**src/rtl/mac_pkg.sv**
```systemverilog
// Shared MAC constants, rx FSM state type and Ethernet CRC-32 helpers
// (reflected polynomial, LSB-first bit order).
package mac_pkg;

  localparam int MAC_MIN_FRAME  = 64;
  localparam int MAC_MAX_FRAME  = 1518;
  localparam int MAC_FCS_BYTES  = 4;
  localparam int MAC_MIN_PREFCS = MAC_MIN_FRAME - MAC_FCS_BYTES;

  typedef enum logic [1:0] {S_FILL, S_STREAM, S_STATUS} rx_state_e;

  function automatic logic [31:0] crc32_eth_init();
    return 32'hFFFF_FFFF;
  endfunction

  function automatic logic [31:0] crc32_eth_update(input logic [31:0] crc, input logic [7:0] d);
    logic [31:0] c;
    c = crc ^ {24'h0, d};
    for (int i = 0; i < 8; i++)
      c = c[0] ? ((c >> 1) ^ 32'hEDB8_8320) : (c >> 1);
    return c;
  endfunction

  function automatic logic [31:0] crc32_eth_final(input logic [31:0] crc);
    return ~crc;
  endfunction

endpackage

```
**src/rtl/mac_rx_delay4.sv**
```systemverilog
// Four-entry byte shift register; q[0] is the oldest byte.
module mac_rx_delay4
  import mac_pkg::*;
(
  input  logic            clk,
  input  logic            rst_n,
  input  logic            clr,
  input  logic            push,
  input  logic            pop,
  input  logic [7:0]      din,
  output logic [3:0][7:0] q,
  output logic [2:0]      fill
);

  logic [2:0] wr_idx;
  assign wr_idx = pop ? (fill - 3'd1) : fill;

  always_ff @(posedge clk or negedge rst_n) begin
    if (!rst_n) begin
      q    <= '0;
      fill <= '0;
    end else if (clr) begin
      fill <= '0;
    end else begin
      if (pop)
        for (int i = 0; i < MAC_FCS_BYTES - 1; i++) q[i] <= q[i+1];
      // later write wins over the shift for the refilled slot
      if (push && (pop || fill < 3'(MAC_FCS_BYTES)))
        q[wr_idx[1:0]] <= din;
      if (push && !pop)      fill <= fill + 3'd1;
      else if (pop && !push) fill <= fill - 3'd1;
    end
  end

endmodule

```
**src/rtl/mac_rx_fcs_check.sv**
```systemverilog
// Rx FCS strip/check: 4-byte delay line holds back the FCS, CRC runs on popped bytes.
// Define MAC_RX_STATS_EN to add frame/error counters.
module mac_rx_fcs_check
  import mac_pkg::*;
#(
  parameter int MIN_FRAME = MAC_MIN_FRAME,
  parameter int MAX_FRAME = MAC_MAX_FRAME
) (
  input  logic        clk,
  input  logic        rst_n,
  input  logic        in_valid,
  output logic        in_ready,
  input  logic [7:0]  in_data,
  input  logic        in_last,
  output logic        out_valid,
  input  logic        out_ready,
  output logic [7:0]  out_data,
  output logic        out_last,
  output logic        stat_valid,
  output logic        stat_crc_err,
  output logic        stat_runt,
  output logic        stat_oversize,
  output logic [15:0] stat_len
`ifdef MAC_RX_STATS_EN
  ,
  output logic [31:0] frames_ok_cnt,
  output logic [31:0] crc_err_cnt,
  output logic [31:0] len_err_cnt
`endif
);

  rx_state_e       state;
  logic [31:0]     crc;
  logic [15:0]     count;
  logic [3:0][7:0] dly_q;
  logic [2:0]      fill;

  logic        acc, streaming, crc_bad;
  logic [31:0] crc_pop, fcs_rx;
  logic [15:0] len_n;

  always_comb begin
    in_ready = 1'b0;
    case (state)
      S_FILL:   in_ready = 1'b1;
      S_STREAM: in_ready = out_ready;
      default:  in_ready = 1'b0;
    endcase
  end

  assign streaming = (state == S_STREAM);
  assign acc       = in_valid & in_ready;
  assign out_valid = streaming & in_valid;
  assign out_last  = out_valid & in_last;
  assign out_data  = dly_q[0];

  // On the last byte the FCS is the three youngest buffered bytes plus in_data.
  assign crc_pop = crc32_eth_update(crc, dly_q[0]);
  assign fcs_rx  = {in_data, dly_q[3], dly_q[2], dly_q[1]};
  assign crc_bad = !streaming || (fcs_rx != crc32_eth_final(crc_pop));
  assign len_n   = (count == 16'hFFFF) ? count : count + 16'd1;

  mac_rx_delay4 u_dly (
    .clk   (clk),
    .rst_n (rst_n),
    .clr   (acc & in_last),
    .push  (acc),
    .pop   (acc & streaming),
    .din   (in_data),
    .q     (dly_q),
    .fill  (fill)
  );

  always_ff @(posedge clk or negedge rst_n) begin
    if (!rst_n) begin
      state         <= S_FILL;
      crc           <= crc32_eth_init();
      count         <= '0;
      stat_valid    <= 1'b0;
      stat_crc_err  <= 1'b0;
      stat_runt     <= 1'b0;
      stat_oversize <= 1'b0;
      stat_len      <= '0;
    end else begin
      stat_valid <= 1'b0;
      case (state)
        S_STATUS: state <= S_FILL;
        default: if (acc) begin
          if (streaming) crc <= crc_pop;
          count <= len_n;
          if (in_last) begin
            state         <= S_STATUS;
            crc           <= crc32_eth_init();
            count         <= '0;
            stat_valid    <= 1'b1;
            stat_crc_err  <= crc_bad;
            stat_runt     <= int'(len_n) < MIN_FRAME;
            stat_oversize <= int'(len_n) > MAX_FRAME;
            stat_len      <= len_n;
          end else if (!streaming && fill == 3'd3) begin
            state <= S_STREAM;
          end
        end
      endcase
    end
  end

`ifdef MAC_RX_STATS_EN
  always_ff @(posedge clk or negedge rst_n) begin
    if (!rst_n) begin
      frames_ok_cnt <= '0;
      crc_err_cnt   <= '0;
      len_err_cnt   <= '0;
    end else if (stat_valid) begin
      if (!(stat_crc_err || stat_runt || stat_oversize)) frames_ok_cnt <= frames_ok_cnt + 32'd1;
      if (stat_crc_err)               crc_err_cnt <= crc_err_cnt + 32'd1;
      if (stat_runt || stat_oversize) len_err_cnt <= len_err_cnt + 32'd1;
    end
  end
`endif

endmodule

```
**config.mk**
```make
export PLATFORM = sky130hd
export DESIGN_NAME = mac_rx_fcs_check
export DESIGN_NICKNAME = d
export VERILOG_FILES = /design/src/rtl/mac_pkg.sv /design/src/rtl/mac_rx_delay4.sv /design/src/rtl/mac_rx_fcs_check.sv
export SDC_FILE = /design/constraint.sdc
export NUM_CORES = 1
export LEC_CHECK = 0
export CORE_MARGIN = 5
export CORE_UTILIZATION = 29
export CTS_BUF_LIST = sky130_fd_sc_hd__clkbuf_2
export CTS_CLUSTER_SIZE = 12
export DETAILED_ROUTE_END_ITERATION = 8
export GPL_ROUTABILITY_DRIVEN = 1
export PLACE_DENSITY = 0.53
export SETUP_SLACK_MARGIN = 0.02
export SLEW_MARGIN = 20
export SYNTH_ARGS = -nofsm -noshare
export SYNTH_HDL_FRONTEND = slang
export SYNTH_SLANG_ARGS = --single-unit
```
**constraint.sdc**
```tcl
create_clock -name clk -period 6.4 [get_ports clk]
set_input_delay 1.28 -clock clk [delete_from_list [all_inputs] [get_ports clk]]
set_output_delay 1.28 -clock clk [all_outputs]
set_load 0.02 [all_outputs]
```
After elaboration in Yosys (flattened, before gate mapping) --
Index checks and enable logic that the tools add are counted.
Cells by class: multiply operators 0, order comparisons 5, add/sub/neg operators 3, eq/ne operators 5, bitwise logic cells 17, reduce and logical (&&, ||, !) cells 20, multiplexer cells 30, shifts and indexed selects 0, divide/modulo/power cells 0
Operator list (number):
- $mux 32 | 10
- $not 13->14 | 8
- $mux 24 | 3
- $bwmux 32 | 1
- $mux 16 | 2
- $ne 32x32->1 | 1
- $not 32->32 | 1
- $xor 32x8->32 | 1
- $add 16x1->16 const B | 1
- $demux 8 s2 | 1
- $eq 16x16->1 const B | 1
- $gt 16x11->1 const B | 1
- $lt 16x7->1 const B | 1
- $mux 2 | 5
- $mux 3 | 3
- $mux 8 | 1
- $reduce_and 2->1 | 3
- $reduce_and 3->1 | 2
- $reduce_bool 3->1 | 2
- $and 1x1->1 | 5
- $logic_and 1x1->1 | 5
- $reduce_bool 2->1 | 2
- $add 3x1->3 const B | 1
- $eq 3x2->1 const B | 1
- 12 further kinds | 18
Storage, ports and cells: bits of input ports 13, ROM bits 0, bits in latches 0, word-level logic and storage cells 93, RAM bits 0, output and inout port bits 31, memories 0, bits in registers 105

Longest topological paths before layout --
Gate-level depths: netlist of run 1.
depth in word-level cells 20, mapped depth 9, depth with buffers taken out 9

By module --
A second synthesis of run 1 with hierarchy kept.
Unflattened totals: cell total of the unflattened synthesis 655, area, all modules 6397.4 µm²
Modules (own cells, without submodules):
- mac_rx_fcs_check | cells each 483, seq. area each 1791.7 µm², instances 1, area an instance 4548.1 µm²
- mac_rx_delay4 | cells each 172, seq. area each 875.8 µm², instances 1, area an instance 1849.3 µm²

Worst setup path before layout of run 1 --
No wires, ideal clock.
path kind input to output, start point input port in_last, end point output port out_last, arrival time 2.079 ns, stages on the path 3, required time 5.120 ns, path buffers 2, slack 3.041 ns, cell sequence clkbuf_1 > buf_1 > and2_1
Between the ends: longest elaborated chain between the ends 1
RTL lines:
- start, declared | line mac_rx_fcs_check.sv:14 | input logic in_last,
- $and 1x1->1 | line mac_rx_fcs_check.sv:54 | assign out_last = out_valid & in_last;
- end, declared | line mac_rx_fcs_check.sv:18 | output logic out_last,
No other way between the ends.

Worst setup path in the final report of run 1 --
Same ends and word-level chain as after synthesis.

==> results of run 1 <==
layer usage:
layer	global-route usage, %	routed length [um]	vias up	part of all wire (%)
li1	-	-	2296	-
met1	19.77	8128	2329	48
met2	22.47	7860	109	47
met3	3.042	741	10	4.4
met4	2.810	145	0	0.86
met5	0	0	-	0
flip-flops by register name (all words and copies together) (netlist names):
| name | count |
|---|---|
| stat_oversize | 1 |
| state | 2 |
| stat_valid | 1 |
| stat_crc_err | 1 |
| crc | 32 |
| stat_len | 16 |
| u_dly.q | 32 |
| u_dly.fill | 3 |
| count | 16 |
| stat_runt | 1 |
worst min path at each step:
stage | endpoint | start | slack (ns)
6_report | stat_len[15] | stat_len[15] | 0.52
3_5_place_dp | stat_len[5] | stat_len[5] | 0.46
4_1_cts | stat_len[15] | stat_len[15] | 0.52
3_3_place_gp | stat_len[15] | stat_len[15] | 0.46
5_1_grt | stat_len[15] | stat_len[15] | 0.54
2_1_floorplan | crc[11] | crc[11] | 0.46
layout make-up:
| class | count | share of cell area, % |
|---|---|---|
| well taps | 275 | 4.854 |
| clock inverters | 7 | 1.747 |
| diodes | 1 | 0.03530 |
| inverters | 10 | 0.5295 |
| multi-input cells | 497 | 47.79 |
| clock buffers | 9 | 0.6354 |
| repair buffers | 50 | 6.777 |
| flip-flops and latches | 105 | 37.63 |
layout by cell type (no fill, tap or decap), drive strengths merged, types with 19 or more instances in the layout:
cell            n
clkdlybuf4s50  42
o21ai          37
xnor2          77
a21oi          53
dfstp          32
nor2           78
xor2           29
dfrtp          73
o22ai          19
nand2          66
kinds of logic (layout without fill, tap and decap cells):
logic type	after synthesis	in the layout	share of synthesized area (%)
flops	105	105	42.74
simple gates	208	208	14.90
other cells	0	1	0
buf+inv	43	76	3.167
xor+xnor	118	118	21.35
compound gates	152	152	14.43
fa+ha+maj	4	4	0.8020
mux	15	15	2.606
power breakdown:
| group | internal (mW) | switching (mW) | total (mW) | leakage [nW] |
|---|---|---|---|---|
| logic | 1.25 | 1.41 | 2.66 | 1.44 |
| registers | 0.870 | 0.216 | 1.09 | 1.27 |
| clock network | 0.173 | 0.250 | 0.423 | 0.0935 |
| total | 2.30 | 1.87 | 4.17 | 2.80 |
worst max-delay path, stage by stage:
cell	delay, ns
clkdlybuf4s50_1	0.45
buf_4	0.26
and2_1	0.17
clkdlybuf4s50_1	0.60
stage by stage:
stage	std cells	area [um2]	util [%]	hold WS [ns]	worst slack (ns)
final	954	7089	33.62	0.5151	2.365
after global routing	954	7089	33.62	0.5411	2.304
after CTS	953	7084	33.59	0.5221	2.348
after detailed placement	937	6915	32.79	0.4634	2.184
after global placement	937	6915	32.79	0.4630	2.319
after floorplan	645	6241	-	0.4647	3.041
==> impl_results.md, run 1 <==
* Run status: finished, final reports clean
* Vias/cell at ~5
* Area delta synth->final at 13.59%
* Multi-input logic area at 0.003388 mm2
* Post-synth top cells: 78 x nor2_1, 73 x dfrtp_1, 69 x xnor2_1, 66 x nand2_1, 53 x a21oi_1
* Tmin final at about 4.0 ns
* Clock root cell: clkbuf_2
* Yosys warns at 0
* Synthesized area at roughly 0.0062 mm2
* TritonRoute pass-1 iters at 5
* Io pins at 44
* Routed wire per std cell at roughly 18 um
* R2r startpoint: count[0]
* Data required time at the worst endpoint at between 5 and 6 ns
* Final Hold Violating Endpoints at 0
* Number of cell rows at 53
* Rel. slew slack at a little over a third
* Worst setup path start: in_last
* TNS Setup at 0 ns
* Actual slew at the worst max-slew pin at ~0.97 ns
* Overall routing resource usage at approximately 14%
* Area share of the largest cell type after synthesis at 29.27%
* Setup repair bufs after CTS at 0
* CP Max Fanout at 20
* Reg area at between 0.002 and 0.003 mm2
* Reg clk slew, reported paths at about 0.3 ns
* Clk_skew at between 0.04 and 0.05 ns
* Count leader, synth: nor2_1
* Die width at around 160 um
* Syn_nets at approximately 660
* Cell area power density at around 590 mW/mm2
* Core Area at ~0.021 mm2
* Register area share after synthesis at between 40% and 50%
* Resized cells post-CTS at 0
* CP Launch Type: input pin
* CTS Hold Bufs at 0
* Final WL at between 15,000 and 20,000 um
* VDD IR max at about 0.00024 V
* Max Freq at 247.8 MHz
* Fill cells at between 2,000 and 2,500
* Synth top area cells: dfrtp_1 29%, dfstp_2 13%, xnor2_1 9.7%
* Reg-to-reg setup timing slack at about 2.9 ns
* DIE AREA at 0.02455 mm2
* DRC Markers at 0
* DR vias at between 4,000 and 5,000
* CP Capture Type: primary output
* Worst r2r dst: stat_oversize
* Crit path DAT at 2.76 ns
* First-pass GRT wire length at 26,940 um
* ANT nets after route at 0
* Initial antenna violation count at 1
* Die Ht at between 150 and 200 um
* Synth Area per Inst at ~9.7 um2
* Final Max Tran Viols at 0
* Total power at 4.173 mW
* Clock latency on the worst-skew pair at roughly 0.65 ns
* CTS tree: built
* Lkg Pwr at 2.804 nW
* CTS max path bufs at 2
* Vias in the first global route at 4,659
* Number of flops mapped to enable cells by yosys at 0
* Worst reg2reg path depth at 8
* Layout cells sized above 1 at 12.24%
* Area leader, netlist: dfrtp_1
* CTS buffer count at 9
* Port Buf Inserts at 43
* Clk sinks at approximately 110
* Grt total ovfl at 0
* WHS Path Cells at 2
* Max H-tree Level at 3
* Hold WC Path Type: reg -> reg
* Setup crit end: out_last
* Async S/R FF share, synth at 100.0%
* Ys flop type: dfrtp_1
* Starting DRT DRC Count at about 250
* Final HPWL DP at between 10,000 and 15,000 um
* Unrepaired setup endpoints after global routing: no
* # nets final at 690
* Max cap viols at 0
* Pin count of the biggest net entering global routing at 55
* Register bit total from synthesis at 105
* Number of distinct library cells after synthesis at 57
* Tcrit/Tclk final at 63.05%
* Finish-stage setup viols at 0
* Cell count after synthesis at approximately 650
* Worst Setup Path Type: in -> out
* Initial Util at 29.60%
* GP Congestion at between 0.8 and 0.9
Power figures use the tool's default switching activity.
==> inputs of run 2 (changes only) <==
--- a/config.mk
+++ b/config.mk
@@ -11,7 +11,7 @@
 export CTS_CLUSTER_SIZE = 12
 export DETAILED_ROUTE_END_ITERATION = 8
 export GPL_ROUTABILITY_DRIVEN = 1
-export PLACE_DENSITY = 0.53
+export PLACE_DENSITY = 0.55
 export SETUP_SLACK_MARGIN = 0.02
 export SLEW_MARGIN = 20
 export SYNTH_ARGS = -nofsm -noshare
==> constraint.sdc (replaced) <==
create_clock -name clk -period 3.7 [get_ports clk]
set_input_delay 0.74 -clock clk [delete_from_list [all_inputs] [get_ports clk]]
set_output_delay 0.74 -clock clk [all_outputs]
set_load 0.02 [all_outputs]
==> impl_results.md, run 2 (synthesis results as in run 1) <==
* TNS Setup at 0 ns (unchanged)
* Worst r2r dst: stat_crc_err
* Crit path DAT at 3.73 ns (+0.97 ns)
* # nets final at 702 (+1.7%)
* Initial antenna violation count at 1 (unchanged)
* Tmin final at between 3 and 4 ns
* Most frequent cells in the layout: 77 x nor2_1, 73 x dfrtp_1, 69 x xnor2_1
* Worst setup path start: crc[1]
* Delay-heaviest family, CP: XOR/XNOR gates
* ANT nets after route at 0 (unchanged)
* Hold WC Path Type: in -> async
* Overall routing resource usage at 14.57% (+0.51 points)
* CTS max path bufs at 2 (unchanged)
* Grt total ovfl at 0 (unchanged)
* Clock root cell: clkbuf_2
* Worst-path cell chain: xnor2_4 -> xnor2_1 -> xnor2_2 -> nor3_1 -> nor2b_1 -> or4_1 -> o32a_1
* TritonRoute pass-1 iters at 5 (unchanged)
* Data required time at the worst endpoint at 4.26 ns (-0.86 ns)
* Die width at 156.7 um (unchanged)
* Top flop regs: crc: 32 flops, u_dly.q: 32 flops
* R2r startpoint: crc[1]
* Crit-path max cell delay at 0.78 ns (+0.18 ns)
* Tcrit/Tclk final at a little under nine tenths
* Final WL at 17,310 um (+2.5%)
* Clk sinks at 105 (unchanged)
* Final Hold Violating Endpoints at 0 (unchanged)
* CTS Hold Bufs at 0 (unchanged)
* Setup crit end: stat_crc_err
* GP Congestion at 0.8282 (-0.25%)
* Actual slew at the worst max-slew pin at 0.9238 ns (-0.05063 ns)
* Layout cells sized above 1 at 13.33% (+1.1 points)
* Finish-stage setup viols at 0 (unchanged)
* CTS tree: built
* CP Capture Type: flip-flop
* CP Max Fanout at 8 (-60%)
* Cell area power density at 997.1 mW/mm2 (+69%)
* Worst Path Buf+Inv at 0 (-3)
* Die Ht at 156.7 um (unchanged)
* Cell at the slowest stage of the critical path: xnor2_1
* Max cap viols at 0 (unchanged)
* Reg clk slew, reported paths at 0.31 ns (about the same)
* Vias/cell at 4.925 (-0.95%)
* VDD IR max at 0.0003860 V (+63%)
* Max Freq at 316.0 MHz
* Port Buf Inserts at 43 (unchanged)
* DR vias at 4,758 (+0.30%)
* Layout Cells excl Fill at 966 (+1.3%)
* Unrepaired setup endpoints after global routing: no
* Worst reg2reg path depth at 7 (-1)
* DIE AREA at 0.02455 mm2 (unchanged)
* Rel. slew slack at 37.97% (+3.2 points)
* Starting DRT DRC Count at 353 (+44%)
* Routed wire per std cell at 17.92 um (+1.3%)
* Commonest non-fill, non-tap cell in the layout: nor2_1
* Setup repair bufs after CTS at 0 (unchanged)
* Clock latency on the worst-skew pair at 0.63 ns (-0.02 ns)
* Final Max Tran Viols at 0 (unchanged)
* Lkg Pwr at 2.841 nW (+1.3%)
* First-pass GRT wire length at 27,970 um (+3.8%)
* Finished Cell Area at 0.007123 mm2 (+0.48%)
* Run status: finished, final reports clean
* Vias in the first global route at 4,809 (+3.2%)
* Max H-tree Level at 3 (unchanged)
* CP Launch Type: flip-flop
* Worst Setup Path Type: reg -> reg
* Io pins at 44 (unchanged)
* Initial Util at 29.60% (unchanged)
* WP depth at 7 (+3)
* Reg-to-reg setup timing slack at 0.54 ns (-2.31 ns)
* Core Area at 0.02109 mm2 (unchanged)
* CTS buffer count at 9 (unchanged)
* Placed cell count at 949 (+1.3%)
* DRC Markers at 0 (unchanged)
* Clk_skew at 0.06390 ns (+0.01878 ns)
* Pin count of the biggest net entering global routing at 57 (+3.6%)
* Placed inst area at 0.007010 mm2 (+1.4%)
* Area delta synth->final at 14.13%
* Final HPWL DP at 12,290 um (+3.2%)
* Number of cell rows at 53 (unchanged)
* Resized cells post-CTS at 0 (unchanged)
[run 2: cell count changes in the layout (fill, tap and decap cells not counted), sizes merged]
| cell | before | now |
|---|---|---|
| bufinv | 3 | 1 |
| clkbuf | 9 | 10 |
| clkinv | 0 | 4 |
| inv | 13 | 10 |
| buf | 8 | 20 |
[run 2: area by class of cell]
class,count,area (um2)
fillers,2208,13960
multi-input cells,497,3378
clock buffers,10,50.05
repair buffers,62,583.1
diodes,1,2.502
flip-flops and latches,105,2668
clock inverters,6,60.06
inverters,10,37.54
well taps,275,344.1
[run 2: how the worst min path moves through the flow]
| stage | endpoint | from |
|---|---|---|
| floorplan | count[0] | rst_n |
| global placement | stat_len[15] | stat_len[15] |
| detailed placement | stat_runt | stat_runt |
| CTS | stat_len[0] | rst_n |
| global route | count[14] | rst_n |
| finish | stat_len[0] | rst_n |
[run 2: metrics by stage]
stage | power [mW] | setup WS (ns) | util (%) | hold slack [ns]
floorplan | 5.403 | 0.8581 | - | 0.4444
global placement | 6.563 | 0.4696 | 33.24 | 0.4671
detailed placement | 6.551 | 0.4025 | 33.24 | 0.4620
CTS | 7.155 | 0.5888 | 33.77 | 0.04462
global route | 7.602 | 0.3636 | 33.78 | 0.03696
finish | 7.103 | 0.5352 | 33.78 | 0.1046
[run 2: layer usage]
layer,track usage [%],vias to the layer above,routed length [um]
li1,-,2320,-
met1,19.82,2335,8223
met2,23.96,89,8165
met3,3.208,14,704
met4,3.058,0,213
met5,0,-,0
[run 2: where the power goes]
| part | internal (mW) | switching [mW] | leakage [nW] | total, mW |
|---|---|---|---|---|
| clock network | 0.155 | 0.402 | 0.0693 | 0.557 |
| logic | 2.20 | 2.45 | 1.50 | 4.65 |
| registers | 1.50 | 0.390 | 1.27 | 1.89 |
| total | 3.86 | 3.24 | 2.84 | 7.10 |
==> inputs of run 3 (changes only) <==
--- a/config.mk
+++ b/config.mk
@@ -7,7 +7,7 @@
 export LEC_CHECK = 0
 export CORE_MARGIN = 5
 export CORE_UTILIZATION = 29
-export CTS_BUF_LIST = sky130_fd_sc_hd__clkbuf_2
+export CTS_BUF_LIST = sky130_fd_sc_hd__clkbuf_8
 export CTS_CLUSTER_SIZE = 12
 export DETAILED_ROUTE_END_ITERATION = 8
 export GPL_ROUTABILITY_DRIVEN = 1
==> impl_results.md, run 3 (synthesis results as in run 1) <==
* Data required time at the worst endpoint at 3.98 ns (-0.28 ns)
* Reg-to-reg setup timing slack at 0.54 ns (about the same)
* Tmin final at 3.160 ns (-0.004275 ns)
* Number of cell rows at 53 (unchanged)
* Antenna cells at 0 (-1)
* Routed wire per std cell at 17.92 um (about the same)
* Die width at 156.7 um (unchanged)
* First-pass GRT wire length at 28,060 um (+0.32%)
* TritonRoute pass-1 iters at 5 (unchanged)
* Initial antenna violation count at 0 (-1)
* Final HPWL DP at 12,290 um (unchanged)
* Die Ht at 156.7 um (unchanged)
* DR vias at 4,738 (-0.42%)
* Resized cells post-CTS at 0 (unchanged)
* Top flop regs: crc: 32 flops, u_dly.q: 32 flops
* Rel. slew slack at 37.47% (-0.50 points)
* Crit-path max cell delay at 0.79 ns (about the same)
* Max cap viols at 0 (unchanged)
* CP Max Fanout at 8 (unchanged)
* Finish-stage setup viols at 0 (unchanged)
* Cell at the slowest stage of the critical path: xnor2_1
* VDD IR max at 0.0004432 V (+15%)
* Run status: finished, final reports clean
* Worst-path cell chain: xnor2_4 -> xnor2_1 -> xnor2_2 -> nor3_1 -> nor2b_1 -> or4_1 -> o32a_1
* CP Capture Type: flip-flop
* Unrepaired setup endpoints after global routing: no
* Core Area at 0.02109 mm2 (unchanged)
* Lkg Pwr at 2.875 nW (+1.2%)
* Clk sinks at 105 (unchanged)
* Final Hold Violating Endpoints at 0 (unchanged)
* Pin count of the biggest net entering global routing at 57 (unchanged)
* Max H-tree Level at 3 (unchanged)
* DP Worst Slack at 0.4025 ns (unchanged)
* Most frequent cells in the layout: 77 x nor2_1, 73 x dfrtp_1, 69 x xnor2_1
* # nets final at 702 (unchanged)
* Worst Setup Path Type: reg -> reg
* Layout cells sized above 1 at 13.33% (unchanged)
* CTS max path bufs at 2 (unchanged)
* Vias in the first global route at 4,837 (+0.58%)
* Starting DRT DRC Count at 371 (+5.1%)
* Initial Util at 29.60% (unchanged)
* Port Buf Inserts at 43 (unchanged)
* Clk_skew at 0.03375 ns (-0.03015 ns)
* Clock root cell: clkbuf_8
* GP Congestion at 0.8282 (unchanged)
* Overall routing resource usage at 14.65% (+0.080 points)
* CTS buffer count at 9 (unchanged)
* Hold WC Path Type: in -> async
* DIE AREA at 0.02455 mm2 (unchanged)
* Worst Slack Setup Final at 0.5395 ns (+0.004275 ns)
* CP Launch Type: flip-flop
* Final Max Tran Viols at 0 (unchanged)
* Hold Slack at 0.3846 ns (+0.2800 ns)
* ANT nets after route at 0 (unchanged)
* Clock latency on the worst-skew pair at 0.40 ns (-0.23 ns)
* TNS Setup at 0 ns (unchanged)
* Tcrit/Tclk final at 85.42% (-0.12 points)
* Total power at 7.299 mW (+2.8%)
* Final WL at 17,290 um (about the same)
* CTS Hold Bufs at 0 (unchanged)
* CTS tree: built
* Cell area power density at 1013 mW/mm2 (+1.6%)
* Max Freq at 316.4 MHz (+0.14%)
* Crit path DAT at 3.44 ns (-0.29 ns)
* Vias/cell at 4.910 (-0.32%)
* Commonest non-fill, non-tap cell in the layout: nor2_1
* Grt total ovfl at 0 (unchanged)
* DRC Markers at 0 (unchanged)
* Setup repair bufs after CTS at 0 (unchanged)
* Actual slew at the worst max-slew pin at 0.9313 ns (+0.007476 ns)
* Io pins at 44 (unchanged)
* Reg clk slew, reported paths at 0.12 ns (-0.19 ns)
* Area delta synth->final at 15.50%
[run 3: changes by cell type in the layout (fill, tap and decap cells not counted)]
cell / before / now
clkinv_1: 1 / 0
clkbuf_8: 0 / 10
clkbuf_2: 10 / 0
inv_1: 10 / 11
diode_2: 1 / 0
[run 3: power by group]
part	internal, mW	switching [mW]
logic	2.20	2.45
registers	1.51	0.391
clock network	0.328	0.416
[run 3: path summary, 6_finish.rpt]
kind	start	end	depth (start not counted)
hold reg to reg	stat_len[3]	stat_len[3]	2
setup / recovery	crc[1]	stat_crc_err	7
max in group asynchronous	rst_n	crc[30]	2
setup reg to reg	crc[1]	stat_crc_err	7
min in group clk	stat_len[3]	stat_len[3]	2
hold / removal	rst_n	stat_len[0]	1
[run 3: area by class of cell]
cell class | instances | area (um2)
fill | 2202 | 13880
multi-input combinational | 497 | 3378
sequential | 105 | 2668
timing repair buffer | 62 | 583.1
tap | 275 | 344.1
clock buffer | 10 | 137.6
clock inverter | 6 | 60.06
inverter | 10 | 37.54
[run 3: metal layers]
metal	up-vias	part of all wire (%)	wire [um]	global-route usage, %
met4	0	1.4	237	4.174
li1	2316	-	-	-
met3	13	4.4	762	2.848
met5	-	0	0	0
met1	2321	47	8150	19.94
met2	88	47	8143	23.81
[run 3: through the flow]
step	instance area (um2)	utilization, %	instances
6_report	7208	34.18	965
5_1_grt	7208	34.18	965
4_1_cts	7208	34.18	965
3_5_place_dp	7010	33.24	949
3_3_place_gp	7010	33.24	949
2_1_floorplan	6241	-	645
[run 3: worst max-delay path: cells and delay by family, from the launching register on]
family          cells  cell delay [ns]
simple gates        3             0.89
compound gates      1             0.35
flops               1             0.59
xor+xnor            3             1.22
